==> src/rtl/comparador_serial_der_izq_pkg.sv <==
// Shared state encoding, result flags and decode helper for the right-to-left serial comparator.
// The encodings match the left-to-right iterative network, so both read the same state codes.
package comparador_serial_der_izq_pkg;

  localparam int WIDTH_DEF = 8;

  localparam logic [1:0] EST_REPOSO = 2'b00;
  localparam logic [1:0] EST_A      = 2'b01;
  localparam logic [1:0] EST_B      = 2'b10;
  localparam logic [1:0] EST_C      = 2'b11;

  typedef enum logic [1:0] {
    REPOSO = EST_REPOSO,
    IGUAL  = EST_A,
    MAYOR  = EST_B,
    MENOR  = EST_C
  } estado_t;

  typedef struct packed {
    logic mayor;
    logic menor;
    logic igual;
  } flags_t;

  // One-hot decode of a frame-open state; REPOSO never reaches this at close time.
  function automatic flags_t decode_flags(input estado_t est);
    flags_t f;
    f = '0;
    case (est)
      IGUAL:   f.igual = 1'b1;
      MAYOR:   f.mayor = 1'b1;
      MENOR:   f.menor = 1'b1;
      default: f = '0;
    endcase
    return f;
  endfunction

endpackage

==> src/rtl/comparador_serial_der_izq_celda.sv <==
// Combinational next-state cell {p,q,Ai,Bi} -> {P,Q} for a right-to-left comparison step.
// A differing pair always wins because it is more significant than everything seen before.
module celda_tipica_der_izq (
  input  logic p,
  input  logic q,
  input  logic ai,
  input  logic bi,
  output logic p_next,
  output logic q_next
);

  always_comb begin
    p_next = p;
    q_next = q;
    if (ai ^ bi) begin
      // ai=1,bi=0 -> 10 (A>B); ai=0,bi=1 -> 11 (A<B)
      p_next = 1'b1;
      q_next = bi;
    end
  end

endmodule

==> src/rtl/comparador_serial_der_izq.sv <==
// Serial magnitude comparator, one bit pair per clock, LSB first; closes on last or on the WIDTH-th pair.
// Holds the state register, pair counter, close detection and registered result/done outputs.
module comparador_serial_der_izq
  import comparador_serial_der_izq_pkg::*;
#(
  parameter int WIDTH = WIDTH_DEF,
  localparam int NW = $clog2(WIDTH + 1)
) (
  input  logic          clk,
  input  logic          rst_n,
  input  logic          start,
  input  logic          valid,
  input  logic          ai,
  input  logic          bi,
  input  logic          last,
  output logic          busy,
  output logic          done,
  output logic          mayor,
  output logic          menor,
  output logic          igual,
  output logic [NW-1:0] n_bits
);

  // Input qualification: there is no ready. A pair is consumed on any rising edge where
  // valid=1 and a frame is open (or being opened by start in that same cycle); last only
  // means something together with such an accepted pair.

  estado_t       state_q, state_d;
  logic [NW-1:0] n_bits_q, n_bits_d;
  flags_t        flags_q, flags_d;
  logic          done_q, done_d;

  estado_t       base_state;
  estado_t       cell_state;
  logic          cell_p, cell_q;
  logic          frame_open;
  logic          accept;
  logic [NW-1:0] n_bits_base;
  logic [NW-1:0] n_bits_inc;
  logic          close;

  // A start in the same cycle as a pair makes that pair the first bit of a fresh frame.
  assign base_state  = start ? IGUAL : state_q;
  assign n_bits_base = start ? '0 : n_bits_q;
  assign frame_open  = start || (state_q != REPOSO);
  assign accept      = valid && frame_open;
  assign n_bits_inc  = n_bits_base + NW'(1);
  assign close       = accept && (last || (n_bits_inc == NW'(WIDTH)));

  celda_tipica_der_izq u_celda (
    .p      (base_state[1]),
    .q      (base_state[0]),
    .ai     (ai),
    .bi     (bi),
    .p_next (cell_p),
    .q_next (cell_q)
  );

  assign cell_state = estado_t'({cell_p, cell_q});

  always_comb begin
    state_d  = state_q;
    n_bits_d = n_bits_q;
    flags_d  = flags_q;
    done_d   = 1'b0;

    if (start) begin
      state_d  = IGUAL;
      n_bits_d = '0;
    end

    if (accept) begin
      state_d  = cell_state;
      n_bits_d = n_bits_inc;
      if (close) begin
        state_d = REPOSO;
        flags_d = decode_flags(cell_state);
        done_d  = 1'b1;
      end
    end
  end

  always_ff @(posedge clk or negedge rst_n) begin
    if (!rst_n) begin
      state_q  <= REPOSO;
      n_bits_q <= '0;
      flags_q  <= '0;
      done_q   <= 1'b0;
    end else begin
      state_q  <= state_d;
      n_bits_q <= n_bits_d;
      flags_q  <= flags_d;
      done_q   <= done_d;
    end
  end

  assign busy   = (state_q != REPOSO);
  assign done   = done_q;
  assign mayor  = flags_q.mayor;
  assign menor  = flags_q.menor;
  assign igual  = flags_q.igual;
  assign n_bits = n_bits_q;

endmodule

==> config.mk <==
export PLATFORM = sky130hd
export DESIGN_NAME = comparador_serial_der_izq
export DESIGN_NICKNAME = d
export VERILOG_FILES = /design/src/rtl/comparador_serial_der_izq_pkg.sv /design/src/rtl/comparador_serial_der_izq_celda.sv /design/src/rtl/comparador_serial_der_izq.sv
export SDC_FILE = /design/constraint.sdc
export NUM_CORES = 1
export LEC_CHECK = 0
export BUFFER_PORTS_ARGS = -buffer_cell sky130_fd_sc_hd__buf_2
export CORE_AREA = 2 2 39 41
export CTS_CLUSTER_DIAMETER = 120
export CTS_CLUSTER_SIZE = 40
export DETAILED_ROUTE_END_ITERATION = 10
export DIE_AREA = 0 0 41 43
export GPL_ROUTABILITY_DRIVEN = 0
export HOLD_SLACK_MARGIN = 0.15
export PLACE_DENSITY_LB_ADDON = 0.12
export SLEW_MARGIN = 10
export SYNTH_ARGS = -nofsm -noshare
export SYNTH_HDL_FRONTEND = slang
export SYNTH_SLANG_ARGS = --single-unit
==> constraint.sdc <==
create_clock -name clk -period 1.75 [get_ports clk]
set_clock_uncertainty 0.1 [all_clocks]
set_input_delay 0.0875 -clock clk [delete_from_list [all_inputs] [get_ports clk]]
set_output_delay 0.0875 -clock clk [all_outputs]
set_load 0.1 [all_outputs]
==> results of run 1 <==
[per-layer routing]
layer | share of wire [%] | vias up | GRT usage [%]
li1 | - | 218 | -
met1 | 42 | 216 | 16.9
met2 | 51 | 11 | 20.0
met3 | 5.9 | 2 | 3.14
met4 | 0.39 | 0 | 10.0
met5 | 0 | - | 0
[metrics by stage]
stage,setup TNS (ns),worst slack [ns]
floorplan,-0.354,-0.118
global placement,0,0.0911
detailed placement,0,0.0863
CTS,0,0.0724
global route,-0.0208,-0.00725
finish,0,0.0828
[layout by cell type, fill, tap and decap left out, drive strengths merged]
cell,n
or2,1
xor2,2
o22ai,2
inv,4
nor2b,4
o32ai,1
clkbuf,4
xnor2,2
buf,18
mux2,4
o21a,1
nand3,1
maj3,1
a21oi,1
o31ai,1
dfrtp,10
nand4,1
nor2,4
and2b,1
or3,1
o21ai,2
dlygate4sd3,8
ha,1
[flip-flops by register name (all words and copies together), names as in the netlist]
name,flops
n_bits,4
state_q,2
done,1
igual,1
mayor,1
menor,1
[cell type report]
type	count	area [um2]
Timing Repair Buffer	26	178
Tap cell	16	20.0
Inverter	4	15.0
Sequential cell	10	260
Fill cell	122	594
Multi-Input combinational cell	31	280
Clock buffer	4	36.3
[final timing paths]
| path | startpoint | endpoint | depth (start not counted) |
|---|---|---|---|
| min in group asynchronous | rst_n | n_bits[0] | 3 |
| worst max register to register | n_bits[0] | igual | 5 |
| worst max-delay path | n_bits[0] | igual | 5 |
| worst min-delay path | bi | state_q[1] | 4 |
| max in group asynchronous | rst_n | n_bits[1] | 3 |
| worst min register to register | menor | menor | 1 |
[power groups by stage]
stage / Sequential [W] / Combinational [W] / Clock (W)
final: 0.000286 / 0.000380 / 0.000202
after floorplan: 0.000484 / 0.000105 / 0
after CTS: 0.000287 / 0.000377 / 0.000214
after detailed placement: 0.000291 / 0.000362 / 0
after global routing: 0.000291 / 0.000398 / 0.000222
after global placement: 0.000292 / 0.000363 / 0
[tightest hold or removal path: cells and delay by family]
family	cells	cell delay, ns
xor+xnor	1	0.07
buf+inv	1	0.09
compound gates	2	0.25
[logic make-up (layout without fill, tap and decap cells)]
group,count (synthesis),count (layout),share of synthesized area (%)
muxes,4,4,10.6
adders and majority gates,2,2,4.46
AOI/OAI and AO/OA,8,8,14.8
xor gates and xnor gates,4,4,6.57
DFF,10,10,46.9
buffers and inverters,4,34,2.82
and+or+nand+nor,13,13,13.9
[repair_timing]
action                                  4_1_cts  5_1_grt
hold buffers                                  8        0
resized for setup                             0        1
endpoints found under the setup margin        0        3
endpoints found under the hold margin        16        0
setup buffers                                 0        1
==> flow_metrics.env, run 1 <==
export IMPL_synth_enable_flop_cells=0
export IMPL_power_density_mw_per_mm2=1100
export IMPL_placeableCoreArea_mm2=0.00138
export IMPL_timing_slew_headroom_pct=67.9
export IMPL_crit_family="flip-flops"
export IMPL_rsz0062_at_grt="yes"
export IMPL_grt_overflow_total=0
export IMPL_power_w=0.000868
export IMPL_count_of_buffers_from_port_buffering=15
export IMPL_floorplan_die_width_um=41
export IMPL_synth_async_sr_flop_share_pct=100
export IMPL_placedInstanceArea_um2=663
export IMPL_grt_start_max_net_pins=11
export IMPL_critical_path_n_buffers_inverters=0
export IMPL_cts_made_buffers=3
export IMPL_min_period_over_period_pct=95.3
export IMPL_leakage_power_nw=0.370
export IMPL_net_switching_power_w=0.000374
export IMPL_max_cap_viol_count=0
export IMPL_synth_cell_types=23
export IMPL_hold_slack_ns=0.193
export IMPL_post_route_cell_area_um2=790
export IMPL_routed_wire_length_per_instance_um=11.4
export IMPL_cts_tree="done"
export IMPL_slew_violations=0
export IMPL_min_period_ns=1.67
export IMPL_ioPinCount=16
export IMPL_hold_path_class="primary input to flip-flop"
export IMPL_clk_path_buf_depth=2
export IMPL_synth_net_count=53
export IMPL_power_share_switching_pct=43.1
export IMPL_syn_area_per_cell_um2=11.8
export IMPL_tightestPinTransition_ns=0.485
export IMPL_crit_path_end_kind="flip-flop"
export IMPL_post_route_cells_drive_above_1_share_pct=49.3
export IMPL_final_antenna_net_count=0
export IMPL_dp_cells=78
export IMPL_seqPwrFrac_pct=33.0
export IMPL_grt_antenna_before_repair=0
export IMPL_clock_root_buffer="sky130_fd_sc_hd__clkbuf_4"
export IMPL_synthesis_instances=45
export IMPL_htree_levels=1
export IMPL_drtPass1Iterations=4
export IMPL_core_rowCount=14
export IMPL_grt_pass1_wl_mm=1.56
export IMPL_internal_power_w=0.000493
export IMPL_r2r_setup_slack_ns=0.08
export IMPL_path_cells="and2b_1, ha_2, nand4_1, o22ai_4, mux2_4"
export IMPL_area_leader_netlist="sky130_fd_sc_hd__dfrtp_1"
export IMPL_start_util_pct=38.5
export IMPL_critical_path_top_delay_cell="sky130_fd_sc_hd__dfrtp_4"
export IMPL_synth_warning_count=0
export IMPL_final_util_pct=57.1
export IMPL_synth_sequential_area_ratio_pct=46.9
export IMPL_antennaDiodeCount=0
export IMPL_post_route_drc_count=0
export IMPL_status="finished clean"
export IMPL_timing_worst_setup_path_type="flip-flop to flip-flop"
export IMPL_max_vdd_ir_drop_mv=0.770
export IMPL_path_clk_slew_ns=0.06
export IMPL_finish_net_count=84
export IMPL_viasPerCell=4.91
export IMPL_crit_path_max_incr_delay_ns=0.41
export IMPL_grt_use_total_pct=13.8
export IMPL_ys_ff_latch=10
export IMPL_yosysMostFrequentCell="sky130_fd_sc_hd__dfrtp_1"
export IMPL_comb_power_share_pct=43.8
export IMPL_worstPathRequired_ns=1.80
export IMPL_vias_in_the_first_global_route=409
export IMPL_area_growth_pct=48.1
export IMPL_startpoint_kind_of_the_worst_setup_timing_path="flip-flop"
export IMPL_final_instance_count_excl_fill=91
export IMPL_cts_num_sinks=10
export IMPL_clock_insertion_delay_worst_skew_ns=0.26
export IMPL_timing_critical_path_arrival_ns=1.72
export IMPL_ys_top_cells_by_count="10 x sky130_fd_sc_hd__dfrtp_1, 4 x sky130_fd_sc_hd__inv_1, 4 x sky130_fd_sc_hd__nor2b_1, 3 x sky130_fd_sc_hd__mux2_4, 3 x sky130_fd_sc_hd__nor2_1"
export IMPL_yosys_most_used_dff="sky130_fd_sc_hd__dfrtp_1"
export IMPL_die_area_mm2=0.00176
export IMPL_achievable_frequency_mhz=600
export IMPL_ys_top_cells_by_area="sky130_fd_sc_hd__dfrtp_1 47%, sky130_fd_sc_hd__mux2_4 8.5%, sky130_fd_sc_hd__nor2b_1 4.7%, sky130_fd_sc_hd__o31ai_4 4.0%, sky130_fd_sc_hd__o22ai_4 3.8%"
export IMPL_synth_top_cell_area_share_pct=46.9
export IMPL_crit_fanout=4
export IMPL_finalHoldViolCount=0
export IMPL_hpwlAfterDp_um=735
export IMPL_detail_route_wirelength_mm=1.04
export IMPL_via_count=447
export IMPL_clockPowerShare_pct=23.2
export IMPL_initialDrtViolationCount=3
export IMPL_final_count_of_negative_setup_slack_endpoints=0
export IMPL_mappedNetlistArea_um2=533
export IMPL_die_y_um=43
Note: power is estimated with default switching activity, not from simulation.
==> run 2: changes to the inputs <==
--- a/config.mk
+++ b/config.mk
@@ -6,11 +6,13 @@
 export NUM_CORES = 1
 export LEC_CHECK = 0
 export BUFFER_PORTS_ARGS = -buffer_cell sky130_fd_sc_hd__buf_2
-export CORE_AREA = 2 2 39 41
+export CELL_PAD_IN_SITES_DETAIL_PLACEMENT = 0
+export CELL_PAD_IN_SITES_GLOBAL_PLACEMENT = 1
+export CORE_MARGIN = 2
+export CORE_UTILIZATION = 36
 export CTS_CLUSTER_DIAMETER = 120
 export CTS_CLUSTER_SIZE = 40
 export DETAILED_ROUTE_END_ITERATION = 10
-export DIE_AREA = 0 0 41 43
 export GPL_ROUTABILITY_DRIVEN = 0
 export HOLD_SLACK_MARGIN = 0.15
 export PLACE_DENSITY_LB_ADDON = 0.12
==> flow_metrics.env, run 2 (synthesis results as in run 1) <==
export IMPL_grt_pass1_wl_mm=1.67
export IMPL_clock_root_buffer="sky130_fd_sc_hd__clkbuf_4"
export IMPL_clock_insertion_delay_worst_skew_ns=0.27
export IMPL_ioPinCount=16
export IMPL_worstReg2RegStart="n_bits[0]"
export IMPL_worstRegToRegCells=5
export IMPL_post_route_drc_count=0
export IMPL_leakage_power_nw=0.355
export IMPL_seqPwrFrac_pct=33.1
export IMPL_final_antenna_net_count=0
export IMPL_cts_tree="done"
export IMPL_rsz0062_at_grt="yes"
export IMPL_achievable_frequency_mhz=581
export IMPL_crit_fanout=4
export IMPL_max_vdd_ir_drop_mv=0.547
export IMPL_hold_path_class="primary input to flip-flop"
export IMPL_r2r_setup_slack_ns=0.03
export IMPL_slew_violations=0
export IMPL_final_count_of_negative_setup_slack_endpoints=0
export IMPL_core_rowCount=13
export IMPL_routed_wire_length_per_instance_um=12.1
export IMPL_area_growth_pct=44.8
export IMPL_layout_common_cells="15 x sky130_fd_sc_hd__buf_2, 6 x sky130_fd_sc_hd__dfrtp_1, 6 x sky130_fd_sc_hd__dlygate4sd3_1"
export IMPL_htree_levels=1
export IMPL_hold_depth=3
export IMPL_clk_path_buf_depth=2
export IMPL_finish_net_count=81
export IMPL_viasPerCell=4.87
export IMPL_cts_num_sinks=10
export IMPL_die_area_mm2=0.00180
export IMPL_hpwlAfterDp_um=779
export IMPL_hold_slack_ns=0.172
export IMPL_timing_hold_worst_start="start"
export IMPL_clockPowerShare_pct=23.6
export IMPL_count_of_buffers_from_port_buffering=15
export IMPL_power_share_switching_pct=43.8
export IMPL_status="finished clean"
export IMPL_power_w=0.000868
export IMPL_grt_overflow_total=0
export IMPL_grt_start_max_net_pins=11
export IMPL_grt_use_total_pct=12.9
export IMPL_seq_area_um2=260
export IMPL_worstPathRequired_ns=1.80
export IMPL_worstReg2RegEnd="menor"
export IMPL_initialDrtViolationCount=8
export IMPL_startpoint_kind_of_the_worst_setup_timing_path="flip-flop"
export IMPL_internal_power_w=0.000487
export IMPL_detail_route_wirelength_mm=1.05
export IMPL_timing_worst_setup_path_type="flip-flop to flip-flop"
export IMPL_max_cap_viol_count=0
export IMPL_post_route_cells_drive_above_1_share_pct=51.4
export IMPL_floorplan_die_width_um=42.5
export IMPL_timing_slew_headroom_pct=67.8
export IMPL_post_route_worst_setup_slack_ns=0.0279
export IMPL_detailedPlace_worstSlack_ns=0.0530
export IMPL_largest_register_ff_count=4
export IMPL_die_y_um=42.5
export IMPL_min_period_over_period_pct=98.4
export IMPL_power_density_mw_per_mm2=1120
export IMPL_start_util_pct=39.5
export IMPL_timing_critical_path_arrival_ns=1.78
export IMPL_via_count=424
export IMPL_cts_made_buffers=3
export IMPL_tightestPinTransition_ns=0.487
export IMPL_net_switching_power_w=0.000380
export IMPL_multi_input_area_um2=292
export IMPL_grt_antenna_before_repair=0
export IMPL_comb_power_share_pct=43.3
export IMPL_setup_tns_final_ns=0
export IMPL_antennaDiodeCount=0
export IMPL_worst_hold_path_endpoint="state_q[0]"
export IMPL_layout_cells_most_common="sky130_fd_sc_hd__buf_2"
export IMPL_drtPass1Iterations=4
export IMPL_path_clk_slew_ns=0.07
export IMPL_min_period_ns=1.72
export IMPL_finalHoldViolCount=0
export IMPL_fillers=121
export IMPL_crit_path_end_kind="flip-flop"
export IMPL_vias_in_the_first_global_route=377
export IMPL_placeableCoreArea_mm2=0.00135
[run 2: power by group through the flow]
| stage | logic [W] | registers, W | clock network, W |
|---|---|---|---|
| after detailed placement | 0.000361 | 0.000293 | 0 |
| after floorplan | 0.000105 | 0.000484 | 0 |
| final | 0.000375 | 0.000288 | 0.000205 |
| after global placement | 0.000361 | 0.000291 | 0 |
| after CTS | 0.000372 | 0.000288 | 0.000214 |
| after global routing | 0.000388 | 0.000292 | 0.000228 |
[run 2: worst max-delay path by stage]
stage	endpoint	start	slack, ns	depth (start not counted)
2_1_floorplan	igual	n_bits[0]	-0.12	5
6_report	menor	n_bits[0]	0.03	5
3_5_place_dp	menor	n_bits[0]	0.05	5
4_1_cts	menor	n_bits[0]	0.04	5
5_1_grt	menor	n_bits[0]	-0.02	5
3_3_place_gp	menor	n_bits[0]	0.11	5
[run 2: worst max-delay path, cell delays in order, from the launching register on]
cell and delay [ns]:
sky130_fd_sc_hd__dfrtp_4 0.41, sky130_fd_sc_hd__and2b_2 0.18, sky130_fd_sc_hd__ha_4 0.13, sky130_fd_sc_hd__nand4_1 0.17, sky130_fd_sc_hd__o22ai_4 0.28, sky130_fd_sc_hd__mux2_4 0.33
[run 2: area by class of cell]
class / count / area share, %
clock buffers: 4 / 4.70
inverters: 4 / 1.94
multi-input cells: 31 / 37.8
flip-flops and latches: 10 / 33.7
well taps: 15 / 2.43
repair buffers: 23 / 19.4
[run 2: layer usage]
metal / up-vias / share of wire [%] / track usage (%)
li1: 211 / - / -
met1: 194 / 49 / 16.7
met2: 19 / 42 / 18.5
met3: 0 / 8.1 / 8.19
met4: 0 / 0 / 1.88
met5: - / 0 / 0
[run 2: timing repair]
item / in CTS / in global routing
endpoints found under the hold margin: 14 / 0
resized for setup: 0 / 3
setup endpoints to repair: 0 / 3
hold buffers: 6 / 0
setup buffers: 0 / 1
[run 2: through the flow]
stage                     instances  util (%)  cell area (um2)
after floorplan                  45         -              553
after global placement           76      48.5              654
after detailed placement         76      48.5              654
after CTS                        86      55.6              751
after global routing             87      57.2              772
final                            87      57.2              772
